File: src/rtl/kronos_sram_arbiter.sv
// Round-robin arbiter merging the Kronos fetch and load/store buses onto one
// single-port SRAM; returns a registered one-cycle ack per master.
module kronos_sram_arbiter #(
  parameter int AWIDTH = 32
) (
  input  logic              clk,
  input  logic              rstz,
  input  logic [AWIDTH-1:0] instr_addr,
  output logic [31:0]       instr_data,
  input  logic              instr_req,
  output logic              instr_ack,
  input  logic [AWIDTH-1:0] data_addr,
  output logic [31:0]       data_rd_data,
  input  logic [31:0]       data_wr_data,
  input  logic [3:0]        data_mask,
  input  logic              data_wr_en,
  input  logic              data_req,
  output logic              data_ack,
  output logic [AWIDTH-1:0] sram_addr,
  output logic [31:0]       sram_wdata,
  input  logic [31:0]       sram_rdata,
  output logic              sram_en,
  output logic              sram_wr_en,
  output logic [3:0]        sram_mask
);

  typedef enum logic {
    GNT_INSTR = 1'b0,
    GNT_DATA  = 1'b1
  } grant_e;

  grant_e last_q, last_d;
  logic   instr_ack_q, data_ack_q;
  logic   elig_i, elig_d;
  logic   grant_i, grant_d;

  // A port in its ack cycle is not eligible, so a still-held request is not
  // serviced twice; grants are suppressed entirely while in reset.
  always_comb begin
    elig_i  = instr_req & ~instr_ack_q;
    elig_d  = data_req & ~data_ack_q;
    grant_i = 1'b0;
    grant_d = 1'b0;
    if (rstz) begin
      if (elig_i && elig_d) begin
        if (last_q == GNT_INSTR) grant_d = 1'b1;
        else                     grant_i = 1'b1;
      end else begin
        grant_i = elig_i;
        grant_d = elig_d;
      end
    end
    last_d = last_q;
    if (grant_i)      last_d = GNT_INSTR;
    else if (grant_d) last_d = GNT_DATA;
  end

  always_ff @(posedge clk) begin
    if (!rstz) begin
      last_q      <= GNT_INSTR;
      instr_ack_q <= 1'b0;
      data_ack_q  <= 1'b0;
    end else begin
      last_q      <= last_d;
      instr_ack_q <= grant_i;
      data_ack_q  <= grant_d;
    end
  end

  always_comb begin
    sram_en    = grant_i | grant_d;
    sram_addr  = '0;
    sram_wdata = '0;
    sram_wr_en = 1'b0;
    sram_mask  = 4'b0000;
    if (grant_i) begin
      sram_addr = instr_addr;
    end else if (grant_d) begin
      sram_addr  = data_addr;
      sram_wdata = data_wr_data;
      sram_wr_en = data_wr_en;
      sram_mask  = data_wr_en ? data_mask : 4'b0000;
    end
  end

  // SRAM read data always belongs to the previous cycle's access.
  assign instr_data   = sram_rdata;
  assign data_rd_data = sram_rdata;
  assign instr_ack    = instr_ack_q;
  assign data_ack     = data_ack_q;

endmodule

File: config.mk
export PLATFORM = sky130hd
export DESIGN_NAME = kronos_sram_arbiter
export DESIGN_NICKNAME = d
export VERILOG_FILES = /design/src/rtl/kronos_sram_arbiter.sv
export SDC_FILE = /design/constraint.sdc
export NUM_CORES = 1
export LEC_CHECK = 0
export ABC_AREA = 1
export CELL_PAD_IN_SITES_DETAIL_PLACEMENT = 2
export CELL_PAD_IN_SITES_GLOBAL_PLACEMENT = 2
export CORE_ASPECT_RATIO = 1.4
export CORE_MARGIN = 3
export CORE_UTILIZATION = 10
export DETAILED_ROUTE_END_ITERATION = 10
export PLACE_DENSITY_LB_ADDON = 0.1
export SLEW_MARGIN = 30
export SYNTH_ARGS = -nofsm -noshare
export SYNTH_HDL_FRONTEND = slang
export SYNTH_SLANG_ARGS = --single-unit
File: constraint.sdc
create_clock -name clk -period 1.2 [get_ports clk]
set_clock_uncertainty 0.15 [all_clocks]
set_input_delay 0.18 -clock clk [delete_from_list [all_inputs] [get_ports clk]]
set_output_delay 0.18 -clock clk [all_outputs]
set_load 0.02 [all_outputs]
==> summary.txt, run 1 <==
Synthesis
  • Syn Nets: 405
  • Mapped Cells: approximately 270
  • Syn Std Cell Area: between 1000 and 1500 um2
  • Yosys warning count: 0
  • #FFs+latches synth: 3
  • Sequential fraction of the synthesis area: under 10%
  • Mean Syn Cell Area: between 5 and 6 um2
  • Post-synthesis cell type count: 15

Critical path
  • Reg2Reg Depth: 7
  • R2R Path Start: data_ack
  • Worst r2r dst: data_ack
  • Delay of the slowest critical-path stage: between 0.3 and 0.4 ns
  • Crit path launch type: flop
  • CP max FO: 5
  • Cell Chain, Critical Path: inv_2 -> nand2_4 -> nor2_4 -> nand2_4 -> buf_6 -> buf_16 -> nor2_4 -> buf_6
  • Flop2flop setup slack: -0.10 ns
  • WP buf/inv: 4
  • CP delay by family, top: buffers and inverters
  • Levels on crit path: 8
  • CP endpoint kind: output pin
  • CP arrival: around 1.5 ns
  • Critical Path RT: between 0.8 and 0.9 ns
  • CP Class: reg -> out
  • Slowest cell on crit path: dfxtp_2

Route
  • Vias per cell: 3.708
  • DRT iter0 DRCs: 70
  • DR WL/cell: around 17 um
  • Residual DRC: 0
  • Detailed Route WL: about 10,000 um
  • Via count: between 2,000 and 2,500
  • First-pass detailed-route iteration total: 4
  • DRT antenna net count: 0

STA
  • F_max: 0.5464 GHz
  • Final Max Slew Viols: 0
  • Worst-Margin Slew: 0.2424 ns
  • Min Tclk post-route: ~1.8 ns
  • Endpoints failing setup: 73
  • Max transition margin: between 80% and 90%
  • Fin crit share: 152.5%
  • Final hold vios: 0
  • PnR worst setup slack: -0.6301 ns
  • RSZ-0062 raised after global routing: true
  • Setup Total Neg Slack: -38.38 ns

Cells and area
  • Nets: around 550
  • Area Growth Syn to Fin: 178.1%
  • Filler Cells Inserted: 1,649
  • Antenna diodes: 0
  • Share of cells above drive strength 1: between 50% and 60%
  • Seq. cell area: ~64 um2
  • Final Cell Area: ~4000 um2
  • Multi-input gate area in the final layout: about 1100 um2

Clock network
  • TritonCTS Buffers: 3
  • Clock network latency to the later pin of the worst-skew pair: 0.22 ns
  • CTS H-tree lvls: 1
  • Worst-path clk slew: approximately 0.030 ns
  • CTS Buffer Depth: 2
  • TritonCTS sink count: 3
  • Clock root buffer: clkbuf_16
  • TritonCTS clock tree: done

GRT
  • Total grt overflow: 0
  • Largest net degree at the start of global routing: 25
  • Met2 GRT Util: between 20% and 30%
  • GRT Resource Usage Total: between 10% and 20%
  • First-pass GRT wire length: approximately 14,000 um
  • Initial antenna violation count: 0
  • Gr busiest metal: met2
  • Met1 usage: a little over a tenth
  • Vias in the first global route: 2,461
  • Met3 Usage GRT: under 10%

Floorplanning
  • Initial Util: 10.33%
  • Die X: 107.8 um
  • I/O pin total: around 270
  • Core Rows: 51
  • Die area: ~16,000 um2
  • Die Ht: 148.5 um
  • Core Footprint: 14,040 um2

Pwr
  • Switching part of the total power: between 30% and 40%
  • Total power: ~0.0022 W
  • Peak VDD IR: roughly 0.00035 V
  • P_leak: about 1.8 nW
  • Psw: 0.0007987 W
  • Logic gate share of total power: around 71%
  • Internal power: about 0.0014 W
  • Pwr per Cell Area: approximately 550 nW/um2
  • Clock power frac: about a quarter
  • Register share of total power: 5.3%

Hold path
  • Hold Path Origin: sram_rdata[5]
  • Hold endpoint: instr_data[5]
  • Hold Path Depth: 0
  • Worst hold path type: in -> out

Placed design
  • Placed cell areas: 3281 um2
  • PortBufs: 176
  • Pre-CTS WS: -1.150 ns
  • Final HPWL DP: 7507 um
  • GP Congestion: ~0.7

Run status
  • Failing checks: setup timing
  • Status: complete, but fails checks

Job
  • Max-capacitance violation count: 0
-- worst max path at each step --
stage,startpoint,end,slack [ns]
floorplan,data_ack,sram_wdata[12],-0.25
global placement,rstz,sram_addr[5],-1.11
detailed placement,data_req,sram_mask[2],-1.15
CTS,data_ack,sram_addr[2],-0.67
global route,data_ack,sram_wdata[25],-0.71
finish,data_ack,sram_wdata[17],-0.63
-- cell type report --
type | count | share of cell area (%)
Clock buffer | 4 | 1.955
Tap cell | 185 | 5.740
Inverter | 37 | 3.506
Sequential cell | 3 | 1.582
Timing Repair Buffer | 223 | 59.76
Multi-Input combinational cell | 148 | 27.46
-- placed cells by master, fill, tap and decap left out, types with 5 or more instances in the layout --
| master | Yosys | routed |
|---|---|---|
| buf_12 | 0 | 12 |
| buf_4 | 64 | 41 |
| buf_6 | 3 | 58 |
| clkbuf_16 | 0 | 5 |
| clkdlybuf4s50_1 | 0 | 101 |
| inv_1 | 36 | 33 |
| nand2_1 | 40 | 5 |
| nand2_2 | 0 | 32 |
| nand3_1 | 65 | 54 |
| nand3_2 | 0 | 10 |
| nor2_4 | 1 | 39 |
-- metal layers --
layer,wire [um],vias up
met3,615,26
met5,0,-
li1,-,1053
met4,235,0
met2,6235,87
met1,3169,1059
-- worst reg2reg max path: stages (launching register included) --
cell and delay, ns:
dfxtp_2 0.31, inv_2 0.07, nand2_4 0.05, nor2_4 0.17
nand2_4 0.14, buf_16 0.19, buf_6 0.13, inv_2 0.03
-- logic make-up (layout without fill, tap and decap cells) --
kind of cell    count (synthesis)  in the layout  synth area share (%)
compound gates                  2              2                0.6903
buf+inv                       117            264                 49.27
simple gates                  146            146                 45.90
flops                           3              3                 4.142
-- power groups by stage --
stage	sequential (W)	clock, W	combinational (W)
2_1_floorplan	0.000119	0	0.000833
3_3_place_gp	0.000114	0	0.00126
3_5_place_dp	0.000114	0	0.00127
4_1_cts	0.000115	0.000540	0.00148
5_1_grt	0.000117	0.000558	0.00166
6_report	0.000116	0.000534	0.00155
-- cells in the mapped netlist (all sizes together) --
master,instances,area share [%]
buf,77,39
nand3,65,22
nand2,40,10
nor2,39,12
inv,37,9.6
clkbuf,3,0.78
dfxtp,3,4.1
a21oi,2,0.69
and2,1,0.43
nand3b,1,0.52
-- stage by stage --
step                hold slack (ns)  utilization (%)  instances
floorplan                    0.2433                -        268
global placement             0.2102            23.37        561
detailed placement           0.2102            23.37        561
CTS                          0.2102            27.31        595
global route                 0.2100            28.73        600
finish                       0.2100            28.73        600
-- registers in the layout, summed over array words and instances, names as in the netlist --
register,count
last_q,1
data_ack,1
instr_ack,1
-- what timing repair did --
item                       in CTS  in global routing
gates cloned                    6                  2
setup buffers                  24                  7
pin swaps                       4                  5
setup endpoints to repair      74                 74
hold buffers                    0                  0
resized for setup             420                 53
(Power assumes the default switching activity.)
==> run 2: changes to the inputs <==
--- a/config.mk
+++ b/config.mk
@@ -8,11 +8,12 @@
 export ABC_AREA = 1
 export CELL_PAD_IN_SITES_DETAIL_PLACEMENT = 2
 export CELL_PAD_IN_SITES_GLOBAL_PLACEMENT = 2
-export CORE_ASPECT_RATIO = 1.4
+export CORE_ASPECT_RATIO = 0.6
 export CORE_MARGIN = 3
 export CORE_UTILIZATION = 10
+export CTS_BUF_LIST = sky130_fd_sc_hd__clkbuf_2
 export DETAILED_ROUTE_END_ITERATION = 10
-export PLACE_DENSITY_LB_ADDON = 0.1
+export PLACE_DENSITY = 0.95
 export SLEW_MARGIN = 30
 export SYNTH_ARGS = -nofsm -noshare
 export SYNTH_HDL_FRONTEND = slang
==> run 2 against run 1 <==
The flow still finishes with violations (setup timing). Critical endpoint is now sram_wdata[25]. Via count barely moved. Critical path depth unchanged. Largest power group unchanged. Clock power fell by 73%.
==> summary.txt, run 2 (same netlist as run 1, synthesis figures left out) <==
Placed design
  • Placed cell areas: 3327 um2 (was 3281 um2)
  • Pre-CTS WS: -1.208 ns (was -1.150 ns)
  • GP Congestion: 0.8036 (was 0.7004)
  • Final HPWL DP: 7726 um (was 7507 um)
  • PortBufs: 176 (unchanged)

STA
  • Fin crit share: 149.0% (was 152.5%)
  • Worst-Margin Slew: 0.2552 ns (was 0.2424 ns)
  • Final Max Slew Viols: 0 (unchanged)
  • Hold_ws: 0.2100 ns (about the same)
  • Max transition margin: 82.94% (was 83.90%)
  • PnR worst setup slack: -0.5874 ns (was -0.6301 ns)
  • Setup Total Neg Slack: -36.07 ns (was -38.38 ns)
  • RSZ-0062 raised after global routing: true (unchanged)
  • Final hold vios: 0 (unchanged)
  • Endpoints failing setup: 74 (was 73)
  • Min Tclk post-route: 1.787 ns (was 1.830 ns)
  • F_max: 0.5595 GHz (was 0.5464 GHz)

Route
  • DR WL/cell: 17.25 um (was 17.09 um)
  • Detailed Route WL: 10,210 um (was 10,260 um)
  • Residual DRC: 0 (unchanged)
  • Vias per cell: 3.757 (was 3.708)
  • DRT iter0 DRCs: 46 (was 70)
  • Via count: 2,224 (was 2,225)
  • First-pass detailed-route iteration total: 4 (unchanged)
  • DRT antenna net count: 0 (unchanged)

Floorplanning
  • I/O pin total: 273 (unchanged)
  • Die Ht: 99.28 um (was 148.5 um)
  • Core Footprint: 13,910 um2 (was 14,040 um2)
  • Die area: 16,030 um2 (was 16,000 um2)
  • Core Rows: 33 (was 51)
  • Initial Util: 10.42% (was 10.33%)
  • Die X: 161.5 um (was 107.8 um)

Cells and area
  • Commonest non-fill, non-tap cell in the layout: clkdlybuf4s50_1 (unchanged)
  • Antenna diodes: 0 (unchanged)
  • Final Cell Area: 3782 um2 (was 4033 um2)
  • Fin util: 27.18% (was 28.73%)
  • Area Growth Syn to Fin: 160.8% (was 178.1%)
  • Most frequent cells in the layout: clkdlybuf4s50_1 (101), nand3_1 (55), buf_6 (52) (was clkdlybuf4s50_1 (101), buf_6 (58), nand3_1 (54))
  • Share of cells above drive strength 1: 50.25% (was 51.57%)
  • Filler Cells Inserted: 1,609 (was 1,649)
  • Nets: 538 (was 553)

Critical path
  • CP Class: reg -> out (unchanged)
  • Crit path launch type: flop (unchanged)
  • CP max FO: 8 (was 5)
  • CP endpoint kind: output pin (unchanged)
  • Critical Path RT: 0.87 ns (about the same)
  • CP arrival: 1.46 ns (was 1.50 ns)

Run status
  • Status: complete, but fails checks (unchanged)
  • Failing checks: setup timing (unchanged)

Clock network
  • CTS hold repair buffers: 0 (unchanged)
  • Clock network latency to the later pin of the worst-skew pair: 0.21 ns (was 0.22 ns)
  • CTS Buffer Depth: 2 (unchanged)
  • CTS H-tree lvls: 1 (unchanged)
  • TritonCTS sink count: 3 (unchanged)
  • Worst-path clk slew: 0.05 ns (was 0.03 ns)
  • TritonCTS Buffers: 3 (unchanged)
  • TritonCTS clock tree: done (unchanged)
  • Clock root buffer: clkbuf_2 (was clkbuf_16)

Pwr
  • Peak VDD IR: 0.0001513 V (was 0.0003494 V)
  • Pwr per Cell Area: 466.5 nW/um2 (was 545.8 nW/um2)
  • P_leak: 1.689 nW (was 1.818 nW)

GRT
  • Total grt overflow: 0 (unchanged)
  • First-pass GRT wire length: 14,120 um (was 14,480 um)
  • GRT Resource Usage Total: 11.03% (was 11.91%)
  • Initial antenna violation count: 0 (unchanged)
  • Largest net degree at the start of global routing: 35 (was 25)
  • Vias in the first global route: 2,623 (was 2,461)

Job
  • Max-capacitance violation count: 0 (unchanged)

Hold path
  • Worst hold path type: in -> out (unchanged)
## run 2: cell types whose count changed in the layout (fill, tap and decap cells not counted), sizes merged
cell,delta
buf,-15
dlygate4sd2,-1
clkbuf,+1
## run 2: cell type report
type	instances	area [um2]	share of cell area (%)
repair buffers	208	2228	58.92
multi-input cells	148	1091	28.85
well taps	192	240.2	6.351
inverters	37	138.9	3.672
flip-flops and latches	3	63.81	1.687
clock buffers	4	20.02	0.5293
## run 2: power breakdown
group / switching (W) / internal, W / total (W) / leakage (nW)
Sequential: 0.00000764 / 0.000109 / 0.000116 / 0.0258
Combinational: 0.000703 / 0.000800 / 0.00150 / 1.65
Clock: 0.0000579 / 0.0000880 / 0.000146 / 0.0166
## run 2: path summary, 6_finish.rpt
kind                   from        endpoint  slack (ns)  cells after the start
min reg2reg          last_q          last_q        0.43                      2
min          sram_rdata[13]  instr_data[13]        0.21                      0
max                data_ack  sram_wdata[25]       -0.59                      8
max reg2reg        data_ack       instr_ack       -0.13                      5
## run 2: what timing repair did
item | 4_1_cts | 5_1_grt
setup buffers | 7 | 4
endpoints found under the setup margin | 74 | 74
pin swaps | 4 | 2
gates cloned | 2 | 3
gates resized for setup | 448 | 13
## run 2: worst max-delay path: stages (launching register included)
cell and delay (ns):
dfxtp_2 0.33, inv_2 0.09, nand2_4 0.06, nor2_4 0.13, nand2_4 0.12, buf_12 0.15, buf_16 0.15, nor2_4 0.09
buf_6 0.12
## run 2: per-stage QoR
| step | instances | total power (W) |
|---|---|---|
| 2_1_floorplan | 268 | 0.0009521 |
| 3_3_place_gp | 572 | 0.001357 |
| 3_5_place_dp | 572 | 0.001406 |
| 4_1_cts | 585 | 0.001687 |
| 5_1_grt | 592 | 0.001876 |
| 6_report | 592 | 0.001765 |
## run 2: routing by layer
| layer | vias to the layer above | global-route usage (%) | part of all wire [%] |
|---|---|---|---|
| li1 | 1022 | - | - |
| met1 | 1034 | 11.61 | 37 |
| met4 | 0 | 2.181 | 1.2 |
| met3 | 12 | 4.744 | 10 |
| met2 | 156 | 20.66 | 51 |
| met5 | - | 0 | 0 |
